`src/rtl/reg_scoreboard_pkg.sv`:
```
// Shared constants and types for the register hazard scoreboard.
package reg_scoreboard_pkg;

    localparam int unsigned REG_W    = 5;
    localparam int unsigned NUM_REGS = 32;
    localparam int unsigned CNT_W    = 2;
    localparam int unsigned CNT_MAX  = (1 << CNT_W) - 1;
    localparam int unsigned INFL_W   = 6;
    localparam int unsigned INFL_MAX = (1 << INFL_W) - 1;

    typedef logic [CNT_W-1:0]  cnt_t;
    typedef logic [REG_W-1:0]  reg_idx_t;
    typedef logic [INFL_W-1:0] infl_t;

    // Total pending writes can exceed the output range; clamp to the top value.
    function automatic infl_t sat_infl(input int unsigned total);
        return (total > INFL_MAX) ? infl_t'(INFL_MAX) : infl_t'(total);
    endfunction

endpackage

```
`src/rtl/reg_scoreboard_if.sv`:
```
// Issue / retire / flush bus between the ID stage and the scoreboard.
interface reg_scoreboard_if;
    import reg_scoreboard_pkg::*;

    logic     issue_valid;
    logic     issue_regWrite;
    reg_idx_t issue_rd;
    reg_idx_t ID_rs1;
    reg_idx_t ID_rs2;
    logic     MEM_WB_regWrite;
    reg_idx_t MEM_WB_regRd;
    logic     flush_valid;
    reg_idx_t flush_rd;
    logic     stall;
    logic     busy_rs1;
    logic     busy_rs2;
    infl_t    inflight;
    logic     err;

    modport master (
        output issue_valid, issue_regWrite, issue_rd, ID_rs1, ID_rs2,
        output MEM_WB_regWrite, MEM_WB_regRd, flush_valid, flush_rd,
        input  stall, busy_rs1, busy_rs2, inflight, err
    );

    modport slave (
        input  issue_valid, issue_regWrite, issue_rd, ID_rs1, ID_rs2,
        input  MEM_WB_regWrite, MEM_WB_regRd, flush_valid, flush_rd,
        output stall, busy_rs1, busy_rs2, inflight, err
    );

endinterface

```
`src/rtl/reg_scoreboard_sb_counter.sv`:
```
// Per-register in-flight writer counter with clamping and error flagging.
module sb_counter
    import reg_scoreboard_pkg::*;
(
    input  logic clk,
    input  logic rst,
    input  logic inc_i,
    input  logic dec_wb_i,
    input  logic dec_flush_i,
    output cnt_t cnt_o,
    output cnt_t cnt_nxt_o,
    output logic nonzero_o,
    output logic is_max_o,
    output logic err_pulse_o
);

    cnt_t                 cnt_q, cnt_d;
    logic [CNT_W+1:0]     sum;

    // Two extra bits hold the -2..max+1 result in two's complement:
    // top bit set = underflow, next bit set (top clear) = overflow.
    always_comb begin
        sum = {2'b00, cnt_q}
            + {{(CNT_W+1){1'b0}}, inc_i}
            - {{(CNT_W+1){1'b0}}, dec_wb_i}
            - {{(CNT_W+1){1'b0}}, dec_flush_i};
        cnt_d       = sum[CNT_W-1:0];
        err_pulse_o = 1'b0;
        if (sum[CNT_W+1]) begin
            cnt_d       = '0;
            err_pulse_o = 1'b1;
        end else if (sum[CNT_W]) begin
            cnt_d       = '1;
            err_pulse_o = 1'b1;
        end
    end

    // Counter register.
    always_ff @(posedge clk or posedge rst) begin
        if (rst) cnt_q <= '0;
        else     cnt_q <= cnt_d;
    end

    assign cnt_o     = cnt_q;
    assign cnt_nxt_o = cnt_d;
    assign nonzero_o = (cnt_q != '0);
    assign is_max_o  = (cnt_q == '1);

endmodule

```
`src/rtl/reg_scoreboard.sv`:
```
// Issue-side register hazard scoreboard: tracks pending writers per register
// and stalls ID when a source has a writer that forwarding cannot cover.
module reg_scoreboard
    import reg_scoreboard_pkg::*;
(
    input logic          clk,
    input logic          rst,
    reg_scoreboard_if.slave sb
);

    cnt_t              cnt     [1:NUM_REGS-1];
    cnt_t              cnt_nxt [1:NUM_REGS-1];
    logic [NUM_REGS-1:1] inc_oh, wb_oh, fl_oh;
    logic [NUM_REGS-1:1] nonzero, is_max, err_pulse;

    logic  issue_acc;
    logic  rs1_nz, rs2_nz, rd_max;
    cnt_t  rs1_cnt, rs2_cnt;
    logic  busy1, busy2, stall_c;
    infl_t inflight_q, inflight_d;
    logic  err_q, err_d;

    // x0 has no counter; decode only covers r = 1..NUM_REGS-1.
    for (genvar r = 1; r < NUM_REGS; r++) begin : g_reg
        assign inc_oh[r] = issue_acc && (sb.issue_rd == reg_idx_t'(r));
        assign wb_oh[r]  = sb.MEM_WB_regWrite && (sb.MEM_WB_regRd == reg_idx_t'(r));
        assign fl_oh[r]  = sb.flush_valid && (sb.flush_rd == reg_idx_t'(r));

        sb_counter u_cnt (
            .clk         (clk),
            .rst         (rst),
            .inc_i       (inc_oh[r]),
            .dec_wb_i    (wb_oh[r]),
            .dec_flush_i (fl_oh[r]),
            .cnt_o       (cnt[r]),
            .cnt_nxt_o   (cnt_nxt[r]),
            .nonzero_o   (nonzero[r]),
            .is_max_o    (is_max[r]),
            .err_pulse_o (err_pulse[r])
        );
    end

    // Source/destination lookups; index 0 reads as an empty register.
    always_comb begin
        rs1_nz  = 1'b0;
        rs2_nz  = 1'b0;
        rs1_cnt = '0;
        rs2_cnt = '0;
        rd_max  = 1'b0;
        if (sb.ID_rs1 != '0) begin
            rs1_nz  = nonzero[sb.ID_rs1];
            rs1_cnt = cnt[sb.ID_rs1];
        end
        if (sb.ID_rs2 != '0) begin
            rs2_nz  = nonzero[sb.ID_rs2];
            rs2_cnt = cnt[sb.ID_rs2];
        end
        if (sb.issue_rd != '0) rd_max = is_max[sb.issue_rd];
    end

    // Hazard and stall decision; a retiring last writer is covered by forwarding.
    always_comb begin
        busy1 = rs1_nz && !(sb.MEM_WB_regWrite && (sb.MEM_WB_regRd == sb.ID_rs1)
                            && (rs1_cnt == cnt_t'(1)));
        busy2 = rs2_nz && !(sb.MEM_WB_regWrite && (sb.MEM_WB_regRd == sb.ID_rs2)
                            && (rs2_cnt == cnt_t'(1)));
        stall_c   = sb.issue_valid && (busy1 || busy2 || (sb.issue_regWrite && rd_max));
        issue_acc = sb.issue_valid && !stall_c && sb.issue_regWrite && (sb.issue_rd != '0);
    end

    // Next totals: sum of next counter values, and sticky error accumulation.
    always_comb begin
        int unsigned total;
        total = 0;
        for (int unsigned r = 1; r < NUM_REGS; r++) total += 32'(cnt_nxt[r]);
        inflight_d = sat_infl(total);
        err_d      = err_q | (|err_pulse);
    end

    // Inflight total and sticky error register.
    always_ff @(posedge clk or posedge rst) begin
        if (rst) begin
            inflight_q <= '0;
            err_q      <= 1'b0;
        end else begin
            inflight_q <= inflight_d;
            err_q      <= err_d;
        end
    end

    assign sb.stall    = stall_c;
    assign sb.busy_rs1 = busy1;
    assign sb.busy_rs2 = busy2;
    assign sb.inflight = inflight_q;
    assign sb.err      = err_q;

endmodule

```
`src/flat_wrapper.sv`:
```
// flat-port wrapper written by rule: the top's interface ports become plain ports
module reg_scoreboard_flat import reg_scoreboard_pkg::*;
  (clk, rst, sb_issue_valid, sb_issue_regWrite, sb_issue_rd, sb_ID_rs1, sb_ID_rs2, sb_MEM_WB_regWrite, sb_MEM_WB_regRd, sb_flush_valid, sb_flush_rd, sb_stall, sb_busy_rs1, sb_busy_rs2, sb_inflight, sb_err);
  reg_scoreboard_if sb_i ();
  input logic clk;
  input logic rst;
  input wire logic [$bits(sb_i.issue_valid)-1:0] sb_issue_valid;
  input wire logic [$bits(sb_i.issue_regWrite)-1:0] sb_issue_regWrite;
  input wire logic [$bits(sb_i.issue_rd)-1:0] sb_issue_rd;
  input wire logic [$bits(sb_i.ID_rs1)-1:0] sb_ID_rs1;
  input wire logic [$bits(sb_i.ID_rs2)-1:0] sb_ID_rs2;
  input wire logic [$bits(sb_i.MEM_WB_regWrite)-1:0] sb_MEM_WB_regWrite;
  input wire logic [$bits(sb_i.MEM_WB_regRd)-1:0] sb_MEM_WB_regRd;
  input wire logic [$bits(sb_i.flush_valid)-1:0] sb_flush_valid;
  input wire logic [$bits(sb_i.flush_rd)-1:0] sb_flush_rd;
  output wire logic [$bits(sb_i.stall)-1:0] sb_stall;
  output wire logic [$bits(sb_i.busy_rs1)-1:0] sb_busy_rs1;
  output wire logic [$bits(sb_i.busy_rs2)-1:0] sb_busy_rs2;
  output wire logic [$bits(sb_i.inflight)-1:0] sb_inflight;
  output wire logic [$bits(sb_i.err)-1:0] sb_err;
  assign sb_i.issue_valid = sb_issue_valid;
  assign sb_i.issue_regWrite = sb_issue_regWrite;
  assign sb_i.issue_rd = sb_issue_rd;
  assign sb_i.ID_rs1 = sb_ID_rs1;
  assign sb_i.ID_rs2 = sb_ID_rs2;
  assign sb_i.MEM_WB_regWrite = sb_MEM_WB_regWrite;
  assign sb_i.MEM_WB_regRd = sb_MEM_WB_regRd;
  assign sb_i.flush_valid = sb_flush_valid;
  assign sb_i.flush_rd = sb_flush_rd;
  assign sb_stall = sb_i.stall;
  assign sb_busy_rs1 = sb_i.busy_rs1;
  assign sb_busy_rs2 = sb_i.busy_rs2;
  assign sb_inflight = sb_i.inflight;
  assign sb_err = sb_i.err;
  reg_scoreboard u_core (.clk(clk), .rst(rst), .sb(sb_i));
endmodule
```
`config.mk`:
```
export PLATFORM = sky130hd
export DESIGN_NAME = reg_scoreboard_flat
export DESIGN_NICKNAME = d
export VERILOG_FILES = /design/src/rtl/reg_scoreboard_pkg.sv /design/src/rtl/reg_scoreboard_if.sv /design/src/rtl/reg_scoreboard_sb_counter.sv /design/src/rtl/reg_scoreboard.sv /design/src/flat_wrapper.sv
export SDC_FILE = /design/constraint.sdc
export NUM_CORES = 1
export LEC_CHECK = 0
export ABC_AREA = 0
export ABC_CLOCK_PERIOD_IN_PS = 15800
export BUFFER_PORTS_ARGS = -buffer_cell sky130_fd_sc_hd__buf_2
export CAP_MARGIN = 20
export CELL_PAD_IN_SITES_DETAIL_PLACEMENT = 0
export CELL_PAD_IN_SITES_GLOBAL_PLACEMENT = 1
export CORE_ASPECT_RATIO = 1.25
export CORE_MARGIN = 2
export CORE_UTILIZATION = 25
export CTS_CLUSTER_DIAMETER = 60
export CTS_CLUSTER_SIZE = 8
export DETAILED_ROUTE_END_ITERATION = 8
export PLACE_DENSITY_LB_ADDON = 0.2
export SYNTH_ARGS = -nofsm -noshare
export SYNTH_HDL_FRONTEND = slang
export SYNTH_SLANG_ARGS = --single-unit
export TNS_END_PERCENT = 30
```
`constraint.sdc`:
```
create_clock -name clk -period 15.8 [get_ports clk]
set_clock_uncertainty 0.2 [all_clocks]
set_input_delay 1.58 -clock clk [delete_from_list [all_inputs] [get_ports clk]]
set_output_delay 1.58 -clock clk [all_outputs]
set_load 0.1 [all_outputs]
```
==> flow_metrics.py, run 1 <==
metrics = {
    "sta": {
        "report.final.slew_viol_count": 0,
        "worst_pin_slew_ns": 1.03,
        "grt_setup_unrepaired": "no",
        "max_freq_mhz": 89.8,
        "accumulated_negative_setup_slack_ns": 0,
        "finalSetupViolations": 0,
        "timing.hold.ws_ns": 0.526,
        "final_min_period_over_clock_period_pct": 70.5,
        "finalHoldViolations": 0,
        "slew_headroom_pct": 31.1,
        "period_minus_slack_ns": 11.13,
    },
    "route": {
        "ant_nets": 0,
        "wl_per_cell_um": 21.4,
        "via_cell_ratio": 4.76,
        "first_pass_iters": 5,
        "initialDrtViolationCount": 626,
        "drc": 0,
        "routed_wirelength_um": 37900,
        "vias": 8432,
    },
    "synth": {
        "post_synth_most_frequent_cells": "sky130_fd_sc_hd__inv_1, sky130_fd_sc_hd__fa_1, sky130_fd_sc_hd__ha_1",
        "synthMostInstantiatedCell": "sky130_fd_sc_hd__inv_1",
        "synth_area_per_cell_um2": 8.90,
        "post_synth_inst_count": 1191,
        "synthFlopType": "sky130_fd_sc_hd__dfrtp_1",
        "synth.top_cell.area_share_pct": 22.5,
        "async_flop_share_pct": 100,
        "ys_seq_elements": 69,
        "synth_largest_area_cell": "sky130_fd_sc_hd__fa_1",
        "yosys.cell_types.count": 80,
        "synth-warning-count": 0,
        "synth_edf_count": 0,
        "synth.net_count": 1446,
        "ys_top_cells_by_area": "sky130_fd_sc_hd__fa_1, sky130_fd_sc_hd__dfrtp_1, sky130_fd_sc_hd__ha_1, sky130_fd_sc_hd__inv_1, sky130_fd_sc_hd__nor2_1",
        "synth-seq-area-share_pct": 16.3,
        "synth_area_um2": 10600,
    },
    "clocking": {
        "sink_count": 69,
        "post-cts-setup-buffers": 0,
        "cts_made_buffers": 9,
        "cts_resizes": 0,
        "ctsHoldBuffers": 0,
        "cts-root-buf": "sky130_fd_sc_hd__clkbuf_16",
        "cts_tree": "built",
        "cts.reportedPaths.clkPinSlew_ns": 0.07,
        "worstSkewPairLatency_ns": 0.37,
        "max-clock-path-buffers": 2,
        "clock_tree.htree_level_count": 3,
    },
    "critical_path": {
        "arrival_ns": 11.16,
        "critical-path-max-stage-delay_ns": 0.60,
        "setup.worst_path.class": "primary input to register",
        "critPathSlowestCell": "sky130_fd_sc_hd__buf_2",
        "crit_buf_inv": 7,
        "cp_num_cells": 34,
        "worst_path_most_repeated_cell": "sky130_fd_sc_hd__fa_1",
        "start_kind": "primary input",
        "worst_r2r_path_depth": 33,
        "worst-endpoint-required_ns": 15.83,
        "timing.critical_path.fanout_max": 44,
        "cp-end-kind": "register",
        "cpLargestDelayFamily": "adder cells",
    },
    "grt": {
        "grt_start_max_net_pins": 50,
        "antenna_found_initial": 0,
        "grt_overflow": 0,
        "grt_pass1_wl_um": 56500,
        "vias_in_the_first_global_route": 8699,
        "grt.total_usage_pct": 17.8,
    },
    "floorplanning": {
        "coreArea_um2": 41900,
        "row_count": 84,
        "initial_standard_cell_utilization_of_the_core_pct": 25.3,
        "floorplan.die_area_um2": 44100,
        "boundary_pins": 41,
        "die_h_um": 234,
        "dieWidth_um": 188,
    },
    "hold_path": {
        "hp-class": "register to register",
        "hold_depth": 1,
    },
    "placement": {
        "port_buffers": 40,
        "globalplace.congestion": 0.838,
        "numPlacedInstances": 1753,
        "hpwlAfterDp_um": 32500,
    },
    "layout": {
        "nFillCells": 4515,
        "post_route_cells_drive_above_1_share_pct": 9.09,
        "flow.area_growth_from_synthesis_pct": 9.37,
        "final_nets": 1460,
        "layoutNonFillerInstCount": 1770,
    },
    "outcome": {
        "outcome": "completed",
    },
    "run": {
        "number_of_maximum_capacitance_constraint_violations": 0,
    },
}
kinds of logic (layout without fill, tap and decap cells):
group	Yosys count	in the layout	share of synthesized area (%)
AOI/OAI and AO/OA	197	197	13.7
xor gates and xnor gates	29	29	2.40
adders and majority gates	224	224	34.9
buffers and inverters	273	292	10.4
DFF	69	69	16.3
muxes	15	15	2.66
other	0	1	0
and+or+nand+nor	384	384	19.6
worst register-to-register path: cells and delay by family, from the launching register on:
family / cells / cell delay [ns]
adders and majority gates: 13 / 5.32
AOI/OAI and AO/OA: 9 / 2.07
and+or+nand+nor: 5 / 1.17
DFF: 1 / 0.48
buffers and inverters: 5 / 0.35
xor gates and xnor gates: 1 / 0.15
worst paths after layout:
check	from	endpoint	slack [ns]
setup reg to reg	u_core.g_reg[30].u_cnt.cnt_o[1]	u_core.sb.inflight[2]	5.94
hold / removal	u_core.g_reg[25].u_cnt.cnt_o[1]	u_core.g_reg[25].u_cnt.cnt_o[1]	0.53
setup / recovery	sb_ID_rs2[0]	u_core.sb.inflight[2]	4.67
max in group asynchronous	rst	u_core.g_reg[30].u_cnt.cnt_o[1]	13.30
min in group asynchronous	rst	u_core.sb.err	0.99
hold reg to reg	u_core.g_reg[25].u_cnt.cnt_o[1]	u_core.g_reg[25].u_cnt.cnt_o[1]	0.53
placed cells by master, fill, tap and decap left out, types with 22 or more instances in the layout:
cell                         n
sky130_fd_sc_hd__inv_1     230
sky130_fd_sc_hd__fa_1      119
sky130_fd_sc_hd__ha_1      105
sky130_fd_sc_hd__nor2_1     97
sky130_fd_sc_hd__dfrtp_1    69
sky130_fd_sc_hd__a21oi_1    62
sky130_fd_sc_hd__nand2_1    56
sky130_fd_sc_hd__nor3_1     44
sky130_fd_sc_hd__buf_2      40
sky130_fd_sc_hd__nand2b_1   32
sky130_fd_sc_hd__nand3_1    28
sky130_fd_sc_hd__a211oi_1   22
metrics by stage:
step           setup WS (ns)  util (%)  cell area (µm²)
3_3_place_gp            4.32      26.9            11300
5_1_grt                 4.01      27.6            11600
4_1_cts                 4.65      27.6            11600
3_5_place_dp            4.25      26.9            11300
6_report                4.67      27.6            11600
2_1_floorplan           5.40         -            10600
registers in the layout, summed over array words and instances (netlist names):
| name | flops |
|---|---|
| u_core.g.u_cnt.cnt_o | 62 |
| u_core.sb.inflight | 6 |
| u_core.sb.err | 1 |
routing by layer:
| layer | wire, µm | global-route usage (%) | up-vias |
|---|---|---|---|
| met3 | 1440 | 1.92 | 57 |
| met4 | 1480 | 7.87 | 0 |
| li1 | - | - | 4026 |
| met2 | 18500 | 30.8 | 220 |
| met5 | 0 | 0 | - |
| met1 | 16500 | 22.6 | 4129 |
area by class of cell:
| cell class | instances | area [µm²] | area share [%] |
|---|---|---|---|
| Inverter | 234 | 880 | 7.59 |
| Sequential cell | 69 | 1730 | 14.9 |
| Multi-Input combinational cell | 849 | 7770 | 67.0 |
| Clock inverter | 7 | 75.1 | 0.648 |
| Tap cell | 559 | 699 | 6.03 |
| Clock buffer | 9 | 225 | 1.94 |
| Timing Repair Buffer | 42 | 215 | 1.86 |
| Antenna cell | 1 | 2.50 | 0.0216 |
Power of run 1 is left out: the tool's default activity adds up to more than one toggle a clock period on the data nets, which glitch-free logic cannot reach.
==> inputs of run 2 (changes only) <==
--- a/config.mk
+++ b/config.mk
@@ -6,7 +6,7 @@
 export NUM_CORES = 1
 export LEC_CHECK = 0
 export ABC_AREA = 0
-export ABC_CLOCK_PERIOD_IN_PS = 15800
+export ABC_CLOCK_PERIOD_IN_PS = 11010
 export BUFFER_PORTS_ARGS = -buffer_cell sky130_fd_sc_hd__buf_2
 export CAP_MARGIN = 20
 export CELL_PAD_IN_SITES_DETAIL_PLACEMENT = 0
==> constraint.sdc (replaced) <==
create_clock -name clk -period 11.01 [get_ports clk]
set_clock_uncertainty 0.2 [all_clocks]
set_input_delay 1.101 -clock clk [delete_from_list [all_inputs] [get_ports clk]]
set_output_delay 1.101 -clock clk [all_outputs]
set_load 0.1 [all_outputs]
==> run 2 against run 1 <==
  * Non-clock buffer count is 20 higher
  * Cell area rose by 1.8%
  * Global-route usage rose by 0.52 points
  * Critical path type unchanged
  * Critical path depth rose by 1
  * Setup slack worse by 3.9 ns
==> flow_metrics.py, run 2 (synthesis results as in run 1) <==
metrics = {
    "outcome": {
        "outcome": "completed",
    },
    "layout": {
        "layout.cells.most_common_list": "sky130_fd_sc_hd__inv_1, sky130_fd_sc_hd__fa_1, sky130_fd_sc_hd__ha_1",
        "post_route_cells_drive_above_1_share_pct": 10.6,
        "final_nets": 1480,
        "nFillCells": 4475,
        "largest_reg_flops": 62,
        "layout_commonest_cell": "sky130_fd_sc_hd__inv_1",
        "flow.area_growth_from_synthesis_pct": 11.3,
        "antennaDiodeCount": 0,
    },
    "route": {
        "first_pass_iters": 5,
        "vias": 8562,
        "routed_wirelength_um": 38600,
        "wl_per_cell_um": 21.6,
        "initialDrtViolationCount": 466,
        "drc": 0,
        "ant_nets": 0,
        "via_cell_ratio": 4.79,
    },
    "grt": {
        "grt_overflow": 0,
        "antenna_found_initial": 0,
        "grt_pass1_wl_um": 58700,
        "grt.total_usage_pct": 18.4,
        "grt_start_max_net_pins": 40,
        "vias_in_the_first_global_route": 9081,
    },
    "critical_path": {
        "critical_path.reg2reg.startpoint": "u_core.g_reg[30].u_cnt.cnt_o[1]",
        "start_kind": "primary input",
        "critical-path-max-stage-delay_ns": 0.59,
        "worst_r2r_path_depth": 33,
        "worstReg2RegEnd": "u_core.sb.inflight[5]",
        "crit_buf_inv": 8,
        "worst_path_most_repeated_cell": "sky130_fd_sc_hd__fa_1",
        "critPathLaunch": "sb_ID_rs1[1]",
        "cpLargestDelayFamily": "adder cells",
        "critPathSlowestCell": "sky130_fd_sc_hd__fa_1",
        "arrival_ns": 10.31,
        "setup.reg_to_reg.worst_slack_ns": 1.20,
        "cp-end-kind": "register",
        "worst-endpoint-required_ns": 11.05,
        "timing.critical_path.fanout_max": 16,
        "setup.worst_path.class": "primary input to register",
    },
    "run": {
        "number_of_maximum_capacitance_constraint_violations": 0,
    },
    "sta": {
        "grt_setup_unrepaired": "no",
        "accumulated_negative_setup_slack_ns": 0,
        "worst_pin_slew_ns": 0.808,
        "max_freq_mhz": 97.4,
        "slew_headroom_pct": 45.9,
        "period_minus_slack_ns": 10.27,
        "finalSetupViolations": 0,
        "report.final.slew_viol_count": 0,
        "final_min_period_over_clock_period_pct": 93.2,
        "finalHoldViolations": 0,
    },
    "floorplanning": {
        "floorplan.die_area_um2": 44100,
        "boundary_pins": 41,
        "dieWidth_um": 188,
        "coreArea_um2": 41900,
        "initial_standard_cell_utilization_of_the_core_pct": 25.3,
        "die_h_um": 234,
        "row_count": 84,
    },
    "hold_path": {
        "hold_depth": 1,
        "hold_end": "u_core.g_reg[25].u_cnt.cnt_o[1]",
        "hp-class": "register to register",
        "hold_path.startpoint": "u_core.g_reg[25].u_cnt.cnt_o[1]",
    },
    "clocking": {
        "post-cts-setup-buffers": 0,
        "ctsHoldBuffers": 0,
        "cts-root-buf": "sky130_fd_sc_hd__clkbuf_16",
        "max-clock-path-buffers": 2,
        "clock_tree.htree_level_count": 3,
        "cts_resizes": 0,
        "sink_count": 69,
        "worstSkewPairLatency_ns": 0.37,
        "cts_tree": "built",
        "cts_made_buffers": 9,
        "cts.reportedPaths.clkPinSlew_ns": 0.06,
    },
    "placement": {
        "globalplace.congestion": 0.850,
        "port_buffers": 40,
        "hpwlAfterDp_um": 33300,
    },
}
run 2: changes by cell type in the layout (fill, tap and decap cells not counted), sizes merged:
cell      previous run  this run
clkinvlp             3         2
bufinv               1         3
buf                 42        62
diode                1         0
clkinv               3         2
inv                234       233
clkbuf               9        10
run 2: how the worst max path moves through the flow:
| stage | end | slack (ns) | cells past startpoint |
|---|---|---|---|
| after detailed placement | u_core.sb.inflight[5] | 0.37 | 33 |
| after CTS | u_core.sb.inflight[2] | 0.73 | 33 |
| final | u_core.sb.inflight[5] | 0.74 | 35 |
| after global placement | u_core.sb.inflight[2] | 0.38 | 35 |
| after global routing | u_core.sb.inflight[2] | 0.20 | 34 |
| after floorplan | u_core.sb.inflight[5] | 1.09 | 35 |
run 2: cell type report:
cell class | instances | area [µm²] | area share [%]
multi-input cells | 849 | 7770 | 65.8
flip-flops and latches | 69 | 1730 | 14.6
inverters | 234 | 880 | 7.45
well taps | 559 | 699 | 5.93
repair buffers | 62 | 378 | 3.20
clock buffers | 10 | 239 | 2.03
clock inverters | 6 | 110 | 0.933
run 2: per-layer routing:
| metal | track usage (%) | wire length [µm] |
|---|---|---|
| met1 | 22.9 | 17000 |
| met5 | 0 | 0 |
| met4 | 5.93 | 890 |
| met3 | 2.01 | 1050 |
| met2 | 33.1 | 19600 |
run 2: metrics by stage:
stage                     instances  cell area [µm²]  worst slack, ns  utilization, %  hold WS [ns]
after floorplan                1191            10600             1.09               -         0.409
after global placement         1773            11500            0.376            27.3         0.515
after detailed placement       1773            11500            0.370            27.3         0.536
after CTS                      1789            11800            0.729            28.1         0.552
after global routing           1789            11800            0.199            28.1         0.576
final                          1789            11800            0.744            28.1         0.546
Power of run 2 is left out for the same reason.
